--- config.mk ---
export PLATFORM = sky130hd
export DESIGN_NAME = if_fetch_unit
export DESIGN_NICKNAME = d
export VERILOG_FILES = /design/src/rtl/if_fetch_unit.sv
export SDC_FILE = /design/constraint.sdc
export NUM_CORES = 1
export LEC_CHECK = 0
export ABC_AREA = 1
export CORE_MARGIN = 2
export CORE_UTILIZATION = 40
export DETAILED_ROUTE_END_ITERATION = 7
export PLACE_DENSITY = 0.66
export SYNTH_ARGS = -nofsm -noshare
export SYNTH_HDL_FRONTEND = slang
export SYNTH_SLANG_ARGS = --single-unit
--- constraint.sdc ---
create_clock -name clk -period 5.71 [get_ports clk]
set_input_delay 0.8565 -clock clk [delete_from_list [all_inputs] [get_ports clk]]
set_output_delay 0.8565 -clock clk [all_outputs]
set_load 0.005 [all_outputs]
--- src/rtl/if_fetch_unit.sv ---
// Instruction fetch unit: single outstanding imem request, one-entry
// instruction buffer, redirect with drain of an in-flight request.
module if_fetch_unit (
  input  logic        clk,
  input  logic        rst,
  input  logic        freeze,
  input  logic        mem_freeze,
  input  logic        branch_taken,
  input  logic [31:0] branch_addr,
  output logic        imem_req,
  output logic [31:0] imem_addr,
  input  logic        imem_ack,
  input  logic [31:0] imem_rdata,
  output logic [31:0] PC,
  output logic [31:0] Instruction,
  output logic        inst_valid,
  output logic        if_stall
);

  typedef enum logic [1:0] {
    IDLE  = 2'd0,
    REQ   = 2'd1,
    READY = 2'd2,
    DRAIN = 2'd3
  } state_t;

  state_t      r_state;
  logic [31:0] r_pc_reg;
  logic [31:0] r_inst_buf;
  logic [31:0] r_drain_addr;

  state_t      w_nxt_state;
  logic [31:0] w_nxt_pc;
  logic [31:0] w_nxt_buf;
  logic [31:0] w_nxt_drain;
  logic [31:0] w_target;
  logic [31:0] w_pc_plus4;
  logic        w_advance;

  logic        w_nxt_req;
  logic [31:0] w_nxt_addr;
  logic        w_nxt_valid;
  logic [31:0] w_nxt_instr;
  logic [31:0] w_nxt_pc_out;

  assign w_target   = branch_addr & 32'hFFFF_FFFC;
  assign w_pc_plus4 = r_pc_reg + 32'd4;
  assign w_advance  = ~freeze & ~mem_freeze;

  // next-state and next pc/buffer; redirect outranks every stall
  always_comb begin
    w_nxt_state = r_state;
    w_nxt_pc    = r_pc_reg;
    w_nxt_buf   = r_inst_buf;
    w_nxt_drain = r_drain_addr;
    unique case (r_state)
      IDLE: begin
        w_nxt_state = REQ;
        if (branch_taken)
          w_nxt_pc = w_target;
      end
      REQ: begin
        if (branch_taken) begin
          w_nxt_pc = w_target;
          if (imem_ack) begin
            w_nxt_state = REQ;
          end else begin
            w_nxt_state = DRAIN;
            w_nxt_drain = r_pc_reg;
          end
        end else if (imem_ack) begin
          w_nxt_buf   = imem_rdata;
          w_nxt_state = READY;
        end
      end
      READY: begin
        if (branch_taken) begin
          w_nxt_pc    = w_target;
          w_nxt_state = REQ;
        end else if (w_advance) begin
          w_nxt_pc    = w_pc_plus4;
          w_nxt_state = REQ;
        end
      end
      DRAIN: begin
        if (branch_taken)
          w_nxt_pc = w_target;
        if (imem_ack)
          w_nxt_state = REQ;
      end
    endcase
  end

  // output values for the upcoming state, so outputs leave flops
  always_comb begin
    w_nxt_req    = 1'b0;
    w_nxt_addr   = 32'd0;
    w_nxt_valid  = 1'b0;
    w_nxt_instr  = 32'd0;
    w_nxt_pc_out = 32'd0;
    unique case (w_nxt_state)
      IDLE: begin
        w_nxt_req = 1'b0;
      end
      REQ: begin
        w_nxt_req  = 1'b1;
        w_nxt_addr = w_nxt_pc;
      end
      READY: begin
        w_nxt_valid  = 1'b1;
        w_nxt_instr  = w_nxt_buf;
        w_nxt_pc_out = w_nxt_pc + 32'd4;
      end
      DRAIN: begin
        w_nxt_req  = 1'b1;
        w_nxt_addr = w_nxt_drain;
      end
    endcase
  end

  // fetch FSM state and registered outputs
  always_ff @(posedge clk or posedge rst) begin
    if (rst) begin
      r_state      <= IDLE;
      r_pc_reg     <= 32'd0;
      r_inst_buf   <= 32'd0;
      r_drain_addr <= 32'd0;
      imem_req     <= 1'b0;
      imem_addr    <= 32'd0;
      inst_valid   <= 1'b0;
      Instruction  <= 32'd0;
      PC           <= 32'd0;
      if_stall     <= 1'b1;
    end else begin
      r_state      <= w_nxt_state;
      r_pc_reg     <= w_nxt_pc;
      r_inst_buf   <= w_nxt_buf;
      r_drain_addr <= w_nxt_drain;
      imem_req     <= w_nxt_req;
      imem_addr    <= w_nxt_addr;
      inst_valid   <= w_nxt_valid;
      Instruction  <= w_nxt_instr;
      PC           <= w_nxt_pc_out;
      if_stall     <= ~w_nxt_valid;
    end
  end

endmodule

==> flow_metrics.env, run 1 <==
export IMPL_required_ps=6070
export IMPL_drt_vias_per_instance=4.84
export IMPL_total_leakage_power_nw=5.63
export IMPL_synth_nets=1218
export IMPL_core_area_mm2=0.0226
export IMPL_irDropWorstVdd_mv=0.176
export IMPL_postPlaceCellArea_mm2=0.0112
export IMPL_syn_to_final_growth_pct=27.5
export IMPL_drt_pass1_iterations=5
export IMPL_end_kind="flip-flop"
export IMPL_synth_most_common_cell="nand2_1"
export IMPL_start_kind="input port"
export IMPL_timing_rr_start="r_state[1]"
export IMPL_clock_sinks=197
export IMPL_synth_flop_cell="dfrtp_1"
export IMPL_grt_max_degree=120
export IMPL_hold_depth=2
export IMPL_ant_nets=0
export IMPL_cts_max_path_buffers=2
export IMPL_hold_class="flip-flop to flip-flop"
export IMPL_gr_usage_all_layers_pct=21.8
export IMPL_cap_violations=0
export IMPL_antenna_found_initial=0
export IMPL_slew_violations=0
export IMPL_clk_pin_slew_worst_paths_ps=70
export IMPL_wl_per_cell_um=15.7
export IMPL_ios=169
export IMPL_cts_tree="yes"
export IMPL_synthDistinctLibCells=38
export IMPL_netlist_area_leader_share_pct=53.2
export IMPL_async_reset_ff_share_pct=100
export IMPL_grt_pass1_vias=7584
export IMPL_crit_fanout=23
export IMPL_drc=0
export IMPL_htreeDepth=4
export IMPL_grt_pass1_wl_um=40700
export IMPL_finalWirelength_um=25200
export IMPL_status="completed"
export IMPL_gp_congestion=0.926
export IMPL_syn_area_mm2=0.00922
export IMPL_final_hold_violation_count=0
export IMPL_post_cts_buffers=0
export IMPL_cts_resized=0
export IMPL_arrival_ps=3950
export IMPL_initial_core_util_pct=40.7
export IMPL_tns_ps=0
export IMPL_ys_top_cells_by_count="nand2_1 (286), dfrtp_1 (196), inv_1 (158), nor2_1 (141), o21ai_0 (84)"
export IMPL_drive_gt1_share_pct=9.31
export IMPL_cts_root_buf="clkbuf_16"
export IMPL_postLayoutCellArea_mm2=0.0118
export IMPL_whs_endpoint="r_drain_addr[5]"
export IMPL_min_delay_start="r_drain_addr[5]"
export IMPL_finalSetupViolCount=0
export IMPL_worstMarginPinSlew_ps=917
export IMPL_postSynthAreaPerCell_um2=8.04
export IMPL_synth_cells=1146
export IMPL_dieArea_mm2=0.0243
export IMPL_fin_worst_skew_ps=8.52
export IMPL_diodes=0
export IMPL_drtIter0Drc=629
export IMPL_clk_latency_ps=440
export IMPL_reg2reg_depth=19
export IMPL_critical_path_class="input port to flip-flop"
export IMPL_synth_edf_count=0
export IMPL_numCtsBuffers=17
export IMPL_nNetsFinal=1380
export IMPL_postCtsHoldBufs=0
export IMPL_regToRegSetupSlack_ps=2730
export IMPL_p_per_area_mw_per_mm2=316
export IMPL_gr_total_overflow=0
export IMPL_slew_headroom_pct=38.8
export IMPL_r2r_end="PC[22]"
export IMPL_finalCritPeriodShare_pct=62.9
export IMPL_die_h_um=156
export IMPL_std_cell_rows=55
export IMPL_synth_area_leaders="dfrtp_1 (53%), nand2_1 (12%), inv_1 (6.4%)"
export IMPL_io_buffers=166
export IMPL_dpl_hpwl_um=18300
export IMPL_synth_top_cell_by_area="dfrtp_1"
export IMPL_die_x_um=156
export IMPL_fin_crit_ps=3590
export IMPL_yosysWarnings=0
export IMPL_vias=7773
export IMPL_rsz0062_at_grt="false"
export IMPL_fmax_mhz=278
export IMPL_yosys_register_bits=197
export IMPL_ys_seq_area_share_pct=53.5
==> how the worst max path moves through the flow <==
stage | slack (ps) | to | start
2_1_floorplan | 2310 | Instruction[0] | rst
3_3_place_gp | 1680 | PC[22] | branch_taken
3_5_place_dp | 1690 | PC[22] | branch_taken
4_1_cts | 2140 | PC[22] | branch_taken
5_1_grt | 1840 | PC[30] | branch_taken
6_report | 2120 | PC[22] | branch_taken
==> through the flow <==
step                      setup WS, ps  total power [mW]  util [%]  hold slack, ps  instances
after floorplan                   2310              2.20         -             438       1146
after global placement            1680              2.56      49.4             451       1574
after detailed placement          1690              2.58      49.4             457       1574
after CTS                         2140              3.76      51.9             475       1606
after global routing              1840              3.95      51.9             505       1606
final                             2120              3.72      51.9             470       1606
==> cell families (layout without fill, tap and decap cells) <==
logic type	after synthesis	count (layout)	share of synthesized area, %
simple gates	607	607	29.6
buf+inv	203	378	8.59
flops	197	197	53.5
compound gates	134	134	7.75
xor+xnor	3	3	0.285
fa+ha+maj	2	2	0.272
==> critical path, stage by stage <==
cell,delay [ps]
clkdlybuf4s50_1,770
inv_2,510
or2_2,180
nand2_1,90
inv_1,150
ha_1,210
nand3_1,140
nor2_4,180
nand3_4,110
nor2_4,170
nand2_2,140
nor2_8,150
nand2_1,60
nand2_1,60
inv_1,40
nor2_1,120
==> layout by cell type (no fill, tap or decap), types with 5 or more instances in the layout <==
cell type / synthesis / layout
a21oi_1: 21 / 21
buf_4: 2 / 10
clkbuf_16: 0 / 17
clkdlybuf4s50_1: 0 / 166
dfrtp_1: 196 / 196
inv_1: 158 / 157
inv_2: 9 / 9
inv_8: 0 / 5
nand2_1: 286 / 286
nand2_2: 19 / 19
nand3_1: 80 / 79
nand4_1: 18 / 18
nor2_1: 141 / 141
nor2_2: 20 / 20
nor2_4: 9 / 9
nor3_1: 14 / 13
o21ai_0: 84 / 84
o21ai_1: 16 / 16
or2_2: 9 / 9
==> routing by layer <==
layer	share of wire, %	up-vias	global-route usage (%)
met5	0	-	0
met4	2.1	0	6.47
met3	7.8	36	7.25
met2	45	262	32.9
met1	46	3579	29.9
li1	-	3896	-
==> where the power goes <==
| part | switching [mW] | leakage, nW | internal, mW |
|---|---|---|---|
| Sequential | 0.0866 | 2.42 | 1.63 |
| Clock | 0.588 | 0.278 | 0.582 |
| Combinational | 0.477 | 2.93 | 0.355 |
| Total | 1.15 | 5.63 | 2.57 |
==> area by class of cell <==
cell class	instances	area [um^2]
repair buffers	177	1760
fillers	2145	10900
clock inverters	14	138
inverters	169	638
clock buffers	18	429
multi-input cells	746	3500
flip-flops and latches	197	4930
well taps	285	357
Power figures use the tool's default switching activity.
==> inputs of run 2 (changes only) <==
--- a/config.mk
+++ b/config.mk
@@ -9,7 +9,6 @@
 export CORE_MARGIN = 2
 export CORE_UTILIZATION = 40
 export DETAILED_ROUTE_END_ITERATION = 7
-export PLACE_DENSITY = 0.66
 export SYNTH_ARGS = -nofsm -noshare
 export SYNTH_HDL_FRONTEND = slang
 export SYNTH_SLANG_ARGS = --single-unit
==> constraint.sdc (replaced) <==
create_clock -name clk -period 3.7 [get_ports clk]
set_input_delay 0.555 -clock clk [delete_from_list [all_inputs] [get_ports clk]]
set_output_delay 0.555 -clock clk [all_outputs]
set_load 0.005 [all_outputs]
==> flow_metrics.env, run 2 (synthesized netlist as in run 1, its figures left out) <==
export IMPL_post_cts_buffers=0
export IMPL_std_cell_rows=55
export IMPL_final_cell_mix="nand2_1 (286), dfrtp_1 (196), clkdlybuf4s50_1 (166)"
export IMPL_slew_headroom_pct=39.1
export IMPL_cts_root_buf="clkbuf_16"
export IMPL_clock_sinks=197
export IMPL_crit_start="freeze"
export IMPL_dp_cells=1581
export IMPL_fmax_mhz=352
export IMPL_finalWirelength_um=25900
export IMPL_critical_path_class="input port to flip-flop"
export IMPL_met2_length_um=12100
export IMPL_drc=0
export IMPL_gr_total_overflow=0
export IMPL_antenna_found_initial=0
export IMPL_p_per_area_mw_per_mm2=489
export IMPL_cpMaxStageDelayCell="clkdlybuf4s50_1"
export IMPL_layout_commonest_cell="nand2_1"
export IMPL_ant_nets=0
export IMPL_tns_ps=0
export IMPL_finalCritPeriodShare_pct=76.7
export IMPL_ios=169
export IMPL_grt_pass1_wl_um=41500
export IMPL_fin_crit_ps=2840
export IMPL_path_common_cell="nand2_1"
export IMPL_worstMarginPinSlew_ps=912
export IMPL_finalSetupViolCount=0
export IMPL_arrival_ps=3170
export IMPL_clk_latency_ps=440
export IMPL_postCtsHoldBufs=0
export IMPL_p_seq_share_pct=45.6
export IMPL_dpl_hpwl_um=19000
export IMPL_crit_fanout=9
export IMPL_final_hold_violation_count=0
export IMPL_gr_usage_all_layers_pct=22.1
export IMPL_dr_max_layer_used="met4"
export IMPL_nNetsFinal=1387
export IMPL_syn_to_final_growth_pct=28.7
export IMPL_cp_top_family="simple AND/OR/NAND/NOR gates"
export IMPL_clk_pin_slew_worst_paths_ps=80
export IMPL_gp_congestion=0.876
export IMPL_dr_wl_met3_um=1570
export IMPL_grt_max_degree=91
export IMPL_initial_core_util_pct=40.7
export IMPL_irDropWorstVdd_mv=0.339
export IMPL_die_x_um=156
export IMPL_cts_resized=0
export IMPL_end_kind="flip-flop"
export IMPL_numCtsBuffers=17
export IMPL_cts_max_path_buffers=2
export IMPL_vias=7801
export IMPL_switching_share_pct=31.3
export IMPL_combPwrFrac_pct=22.4
export IMPL_finalNonFillerCells=1613
export IMPL_start_kind="input port"
export IMPL_hold_class="input port to asynchronous set/reset pin"
export IMPL_slowest_delay_ps=430
export IMPL_cap_violations=0
export IMPL_total_leakage_power_nw=5.68
export IMPL_wl_per_cell_um=16.1
export IMPL_drive_gt1_share_pct=9.86
export IMPL_die_h_um=156
export IMPL_power_internal_mw=3.99
export IMPL_diodes=0
export IMPL_dieArea_mm2=0.0243
export IMPL_drtIter0Drc=489
export IMPL_drt_met1_wl_um=12200
export IMPL_fin_worst_skew_ps=13.9
export IMPL_io_buffers=166
export IMPL_grt_pass1_vias=7648
export IMPL_required_ps=4030
export IMPL_power_switching_mw=1.82
export IMPL_rsz0062_at_grt="false"
export IMPL_drt_pass1_iterations=5
export IMPL_clock_power_share_pct=32.0
export IMPL_critPathBufInv=3
export IMPL_path_cells="clkdlybuf4s50_1 > inv_1 > nand2_1 > nor2_2 > nand3_1 > o21bai_1 > nand2_1 > nand2_1 > nand2_1 > inv_1 > nand2_1 > nor2_1 > nand2_2 > nor2_2 > nand2_1 > nor2_1 > nor2_1"
export IMPL_htreeDepth=4
export IMPL_status="completed"
export IMPL_timing_rr_start="r_state[0]"
export IMPL_cts_tree="yes"
export IMPL_slew_violations=0
export IMPL_drt_vias_per_instance=4.84
export IMPL_core_area_mm2=0.0226
==> run 2: layout make-up <==
class                           count  area [um^2]
Inverter                          169          638
Clock buffer                       17          425
Clock inverter                     15          176
Timing Repair Buffer              184         1830
Multi-Input combinational cell    746         3500
Tap cell                          285          357
Sequential cell                   197         4930
Fill cell                        2145        10800
==> run 2: path summary, 6_finish.rpt <==
path	to	slack, ps	cells after the start
setup / recovery	PC[31]	860	17
setup reg to reg	PC[31]	1010	16
hold reg to reg	r_drain_addr[15]	480	2
hold / removal	Instruction[6]	400	2
max in group asynchronous	PC[11]	2530	3
min in group clk	r_drain_addr[15]	480	2
==> run 2: power groups by stage <==
stage | combinational, mW | sequential, mW | clock [mW]
final | 1.30 | 2.65 | 1.86
after global placement | 1.29 | 2.68 | 0
after CTS | 1.31 | 2.65 | 1.91
after detailed placement | 1.31 | 2.69 | 0
after floorplan | 0.706 | 2.69 | 0
after global routing | 1.47 | 2.69 | 2.00
==> run 2: metrics by stage <==
step                      instance area [um^2]  setup WS (ps)  util, %  hold slack (ps)  power (mW)
after global routing                     11900            611     52.4              418        6.16
final                                    11900            862     52.4              403        5.81
after detailed placement                 11300            443     49.7              457        4.00
after global placement                   11300            468     49.7              451        3.98
after floorplan                           9220            599        -              438        3.39
after CTS                                11900            900     52.4              393        5.88
==> run 2: per-layer routing <==
metal	track usage, %	vias to the layer above
li1	-	3898
met1	30.9	3703
met2	35.1	190
met3	6.11	10
met4	4.11	0
met5	0	-
